`src/rtl/instr_seq_ctrl.sv`:
```
// rtl/instr_seq_ctrl.sv - multicycle fetch/decode/execute/memory/write-back sequencer for the RV32I core
module instr_seq_ctrl #(
    parameter int MEM_TIMEOUT = 15
) (
    input  logic        clk,
    input  logic        rst_n,
    output logic        imem_req,
    input  logic        imem_ready,
    input  logic [31:0] imem_rdata,
    output logic [31:0] ir,
    output logic [3:0]  imm_instr_type,
    output logic        imm_wr_en,
    output logic        alu_src_imm,
    output logic        dmem_req,
    output logic        dmem_we,
    input  logic        dmem_ready,
    output logic        reg_we,
    output logic [1:0]  wb_sel,
    output logic        pc_we,
    output logic        pc_sel_jalr,
    output logic        illegal,
    output logic        fault,
    output logic [2:0]  state
);

    localparam logic [2:0] S_FETCH  = 3'd0;
    localparam logic [2:0] S_DECODE = 3'd1;
    localparam logic [2:0] S_EXEC   = 3'd2;
    localparam logic [2:0] S_MEM    = 3'd3;
    localparam logic [2:0] S_WB     = 3'd4;
    localparam logic [2:0] S_HALT   = 3'd5;

    localparam logic [3:0] T_NONE   = 4'b0000;
    localparam logic [3:0] T_R      = 4'b0001;
    localparam logic [3:0] T_IALU   = 4'b0010;
    localparam logic [3:0] T_LOAD   = 4'b0011;
    localparam logic [3:0] T_JALR   = 4'b0100;
    localparam logic [3:0] T_SYS    = 4'b0101;
    localparam logic [3:0] T_STORE  = 4'b0110;

    localparam logic [7:0] TIMEOUT  = 8'(MEM_TIMEOUT);

    logic [7:0] wait_cnt;
    logic [2:0] state_nx;
    logic [3:0] code_nx;
    logic       fetch_xfer;
    logic       fetch_wait;
    logic       mem_xfer;
    logic       mem_wait;
    logic       timeout_hit;

    // Opcode to immediate-generator type code; unknown opcodes map to T_NONE
    function automatic logic [3:0] classify(input logic [6:0] opcode);
        case (opcode)
            7'b0110011: classify = T_R;
            7'b0010011: classify = T_IALU;
            7'b0000011: classify = T_LOAD;
            7'b1100111: classify = T_JALR;
            7'b1110011: classify = T_SYS;
            7'b0100011: classify = T_STORE;
            default:    classify = T_NONE;
        endcase
    endfunction

    // Handshake qualification and next-state selection
    always_comb begin
        fetch_xfer  = (state == S_FETCH) && imem_req && imem_ready;
        fetch_wait  = (state == S_FETCH) && imem_req && !imem_ready;
        mem_xfer    = (state == S_MEM) && dmem_req && dmem_ready;
        mem_wait    = (state == S_MEM) && dmem_req && !dmem_ready;
        // A ready arriving while the counter sits at the limit still wins
        timeout_hit = (fetch_wait || mem_wait) && (wait_cnt == TIMEOUT);
        code_nx     = fetch_xfer ? classify(imem_rdata[6:0]) : imm_instr_type;
        state_nx    = state;
        case (state)
            S_FETCH: begin
                if (fetch_xfer)       state_nx = S_DECODE;
                else if (timeout_hit) state_nx = S_HALT;
            end
            S_DECODE: state_nx = (imm_instr_type == T_NONE) ? S_HALT : S_EXEC;
            S_EXEC: begin
                case (imm_instr_type)
                    T_LOAD, T_STORE: state_nx = S_MEM;
                    T_SYS:           state_nx = S_HALT;
                    default:         state_nx = S_WB;
                endcase
            end
            S_MEM: begin
                if (mem_xfer)         state_nx = S_WB;
                else if (timeout_hit) state_nx = S_HALT;
            end
            S_WB:    state_nx = S_FETCH;
            default: state_nx = S_HALT;
        endcase
    end

    // State, instruction register, registered strobes for the upcoming state, and sticky flags
    always_ff @(posedge clk) begin
        if (!rst_n) begin
            state          <= S_FETCH;
            ir             <= 32'h0;
            imm_instr_type <= T_NONE;
            imem_req       <= 1'b0;
            imm_wr_en      <= 1'b0;
            alu_src_imm    <= 1'b0;
            dmem_req       <= 1'b0;
            dmem_we        <= 1'b0;
            reg_we         <= 1'b0;
            wb_sel         <= 2'b00;
            pc_we          <= 1'b0;
            pc_sel_jalr    <= 1'b0;
            illegal        <= 1'b0;
            fault          <= 1'b0;
            wait_cnt       <= 8'd0;
        end else begin
            state          <= state_nx;
            imm_instr_type <= code_nx;
            if (fetch_xfer) begin
                ir <= imem_rdata;
            end
            imem_req    <= (state_nx == S_FETCH);
            imm_wr_en   <= (state_nx == S_DECODE);
            alu_src_imm <= (state_nx == S_EXEC) &&
                           (code_nx inside {T_IALU, T_LOAD, T_JALR, T_STORE});
            dmem_req    <= (state_nx == S_MEM);
            dmem_we     <= (state_nx == S_MEM) && (code_nx == T_STORE);
            pc_we       <= (state_nx == S_WB);
            reg_we      <= (state_nx == S_WB) && (ir[11:7] != 5'd0) &&
                           (code_nx inside {T_R, T_IALU, T_LOAD, T_JALR});
            pc_sel_jalr <= (state_nx == S_WB) && (code_nx == T_JALR);
            if (state_nx == S_WB && code_nx == T_LOAD)      wb_sel <= 2'b01;
            else if (state_nx == S_WB && code_nx == T_JALR) wb_sel <= 2'b10;
            else                                            wb_sel <= 2'b00;
            illegal <= illegal || ((state == S_DECODE) && (imm_instr_type == T_NONE));
            fault   <= fault || timeout_hit;
            // Counter restarts on every state change so each FETCH/MEM visit starts from zero
            if (state_nx != state)            wait_cnt <= 8'd0;
            else if (fetch_wait || mem_wait)  wait_cnt <= wait_cnt + 8'd1;
        end
    end

endmodule

```
`config.mk`:
```
export PLATFORM = sky130hd
export DESIGN_NAME = instr_seq_ctrl
export DESIGN_NICKNAME = d
export VERILOG_FILES = /design/src/rtl/instr_seq_ctrl.sv
export SDC_FILE = /design/constraint.sdc
export NUM_CORES = 1
export LEC_CHECK = 0
export CORE_MARGIN = 3
export CORE_UTILIZATION = 40
export DETAILED_ROUTE_END_ITERATION = 7
export GPL_ROUTABILITY_DRIVEN = 0
export HOLD_SLACK_MARGIN = 0.08
export PLACE_DENSITY_LB_ADDON = 0.3
export SYNTH_ARGS = -nofsm -noshare
export SYNTH_HDL_FRONTEND = slang
export SYNTH_SLANG_ARGS = --single-unit
```
`constraint.sdc`:
```
create_clock -name clk -period 2.4 [get_ports clk]
set_input_delay 0.24 -clock clk [delete_from_list [all_inputs] [get_ports clk]]
set_output_delay 0.24 -clock clk [all_outputs]
set_load 0.03 [all_outputs]
```
==> results.py <==
metrics = {
    "outcome": {
        "run_status": "finished, final reports clean",
    },
    "synth": {
        "synth_cell_types": 48,
        "synthArstFlopShare": 0,
        "synthFlopType": "dfxtp_1",
        "syn_area_um2": 2480,
        "netlist_instances": 291,
        "synth_area_per_cell_um2": 8.53,
        "synth_seq_area_share": 0.476,
        "synth-seq-cells": 59,
        "synth_warnings": 0,
        "syn_nets": 328,
        "synth_edf_count": 0,
    },
    "clock_network": {
        "clk_latency_ns": 0.34,
        "clk_path_buf_depth": 2,
        "cts_made_buffers": 9,
        "htree_levels": 3,
        "ctsResizeCount": 0,
        "cts_hold_buffers": 0,
        "clk_pin_slew_ns": 0.07,
        "clock-sinks": 59,
        "post-cts-setup-buffers": 0,
        "cts-root-buf": "clkbuf_8",
        "cts_tree": "done",
    },
    "finish": {
        "drive_gt1_frac": 0.0781,
        "final_area_um2": 3620,
        "instances_no_fill": 459,
        "n_antenna_cell": 0,
        "area_delta_synth_final_pct": 45.9,
        "fillers": 526,
        "final_common_cell": "clkdlybuf4s50_1",
        "fin_nets": 416,
        "final_cell_mix": "clkdlybuf4s50_1, nand2_1, dfxtp_1, a21oi_1, nor3_1",
        "utilization": 0.608,
    },
    "sta": {
        "relSlewSlack": 0.669,
        "finalCritPeriodShare": 0.921,
        "hold_ws_ns": 0.447,
        "finalHoldViolations": 0,
        "period_minus_slack_ns": 2.21,
        "max_freq_mhz": 452,
        "fin_ws_ns": 0.189,
        "finalSetupViolCount": 0,
        "tns_ns": 0,
        "rsz0062_at_grt": "false",
        "timing.final.max_slew_violations": 0,
        "worst_slew_pin_slew_ns": 0.497,
        "finClkSkew_ns": 0.00864,
    },
    "worst_setup_path": {
        "crit_fanout": 12,
        "setup.worst_path.start_class": "flip-flop",
        "reg2reg_depth": 5,
        "path_cells": "nor4b_4 > a32o_1 > a31oi_1 > a21boi_2 > nor3_1",
        "cp.required_ns": 2.61,
        "r2r_end": "wait_cnt[1]$_SDFFE_PP0P_",
        "r2r_slack_ns": 0.19,
        "path_buf_inv": 0,
        "crit_path_start": "state[0]$_SDFF_PN0_",
        "worstSetupEndpointType": "flip-flop",
        "crit_cells": 5,
        "endpoint": "wait_cnt[1]$_SDFFE_PP0P_",
        "cp_slowest_cell": "a32o_1",
        "arrival_ns": 2.42,
        "rr_startpoint": "state[0]$_SDFF_PN0_",
        "path_class": "flip-flop to flip-flop",
        "max_stage_delay_ns": 0.51,
        "path_delay_family": "compound AO/OA/AOI/OAI gates",
    },
    "floorplanning": {
        "die_x_um": 84.8,
        "num_rows": 28,
        "die_y_um": 84.8,
        "dieArea_um2": 7190,
        "num_io_pins": 87,
        "start_util": 0.417,
        "coreArea_um2": 5960,
    },
    "detailed_routing": {
        "drt_first_iter_violations": 94,
        "wl_met2_mm": 2.94,
        "drt-total-wl_mm": 6.33,
        "top_layer": "met4",
        "routed-via-count": 2353,
        "wl_met1_mm": 2.58,
        "wl_met3_um": 661,
        "route.detailed.drc": 0,
        "routedWlPerCell_um": 13.8,
        "firstDrtPassIters": 4,
        "vias_per_cell": 5.13,
        "ant_nets": 0,
    },
    "placed_design": {
        "io_buffers": 86,
        "hpwl_mm": 4.59,
        "post-place-ws_ns": 0.208,
        "place_area_um2": 3410,
        "dp_cells": 443,
    },
    "grt": {
        "grt_max_degree": 37,
        "grt_pass1_vias": 2323,
        "grt_pass1_wl_mm": 11.0,
        "grt_use_total": 0.191,
        "antenna_found_initial": 0,
        "overflow": 0,
    },
    "power_and_ir_drop": {
        "leakage_nw": 1.34,
        "power_mw": 2.33,
        "power.density_nw_per_um2": 644,
        "peakVddDrop_v": 0.000554,
    },
    "run": {
        "maxCapViolations": 0,
    },
    "hold_path": {
        "hold_path_class": "primary input to flip-flop",
    },
}
[cell usage after synthesis (2+ instances only)]
cell	n	area, µm²
nand3_1	7	35.0
dfxtp_1	59	1180
o21ai_1	2	10.0
a22oi_1	2	15.0
and3b_1	2	17.5
a31oi_1	2	12.5
a21boi_0	2	15.0
and3_1	4	25.0
buf_6	2	22.5
mux2i_1	3	30.0
clkbuf_1	8	30.0
and2_1	9	56.3
o21ai_0	2	10.0
xor2_1	9	78.8
nor2_1	12	45.0
nor3_1	13	65.1
a21oi_1	37	185
buf_1	3	11.3
inv_1	4	15.0
nor4_1	2	12.5
a32o_1	2	20.0
and4b_1	2	20.0
nor4bb_1	2	20.0
nand2_1	74	278
nand4bb_1	2	22.5
o2bb2ai_1	2	17.5
nand4_1	2	12.5
[tightest hold or removal path, delay by kind of cell]
| kind | cells | cell delay [ns] |
|---|---|---|
| AND/OR/NAND/NOR | 1 | 0.05 |
| buffers and inverters | 1 | 0.39 |
| AO/OA/AOI/OAI | 1 | 0.05 |
[kinds of logic (layout without fill, tap and decap cells)]
| kind of cell | count (synthesis) | after routing | synth area share |
|---|---|---|---|
| and+or+nand+nor | 141 | 141 | 0.289 |
| xor gates and xnor gates | 10 | 10 | 0.0353 |
| adders and majority gates | 1 | 1 | 0.00504 |
| DFF | 59 | 59 | 0.476 |
| muxes | 4 | 4 | 0.0166 |
| AOI/OAI and AO/OA | 57 | 57 | 0.142 |
| buffers and inverters | 19 | 112 | 0.0368 |
[worst min-delay path by stage]
stage,start,end,slack [ns],cells past startpoint
6_report,imem_rdata[20],ir[20]$_SDFFE_PN0N_,0.45,3
4_1_cts,imem_rdata[20],ir[20]$_SDFFE_PN0N_,0.44,3
5_1_grt,imem_rdata[20],ir[20]$_SDFFE_PN0N_,0.44,3
3_5_place_dp,ir[20]$_SDFFE_PN0N_,ir[20]$_SDFFE_PN0N_,0.45,2
3_3_place_gp,ir[12]$_SDFFE_PN0N_,ir[12]$_SDFFE_PN0N_,0.44,2
2_1_floorplan,rst_n,imm_instr_type[1]$_SDFF_PN0_,0.36,1
[flip-flops by register name, summed over array words and instances (netlist names)]
| name | flops |
|---|---|
| reg_we | 1 |
| dmem_req | 1 |
| dmem_we | 1 |
| state | 3 |
| imm_wr_en | 1 |
| illegal | 1 |
| imm_instr_type | 4 |
| wb_sel | 2 |
| fault | 1 |
| ir | 32 |
| alu_src_imm | 1 |
| pc_sel_jalr | 1 |
| pc_we | 1 |
| wait_cnt | 8 |
| imem_req | 1 |
[cell type report]
type	count	area [µm²]	share of cell area
Clock buffer	9	124	0.0342
Clock inverter	7	92.6	0.0256
Inverter	4	15.0	0.00415
Multi-Input combinational cell	213	1210	0.334
Sequential cell	59	1180	0.326
Tap cell	75	93.8	0.0259
Timing Repair Buffer	92	906	0.250
[where the power goes]
part | total (mW) | internal, mW | switching (mW)
clock | 0.980 | 0.580 | 0.400
sequential | 1.03 | 1.01 | 0.0195
combinational | 0.319 | 0.146 | 0.172
[layer usage]
layer | global-route usage | up-vias
met4 | 0.0892 | 0
met5 | 0 | -
met1 | 0.216 | 1064
met2 | 0.313 | 89
li1 | - | 1189
met3 | 0.0795 | 11
No activity file was read; power rests on OpenSTA's default activity.
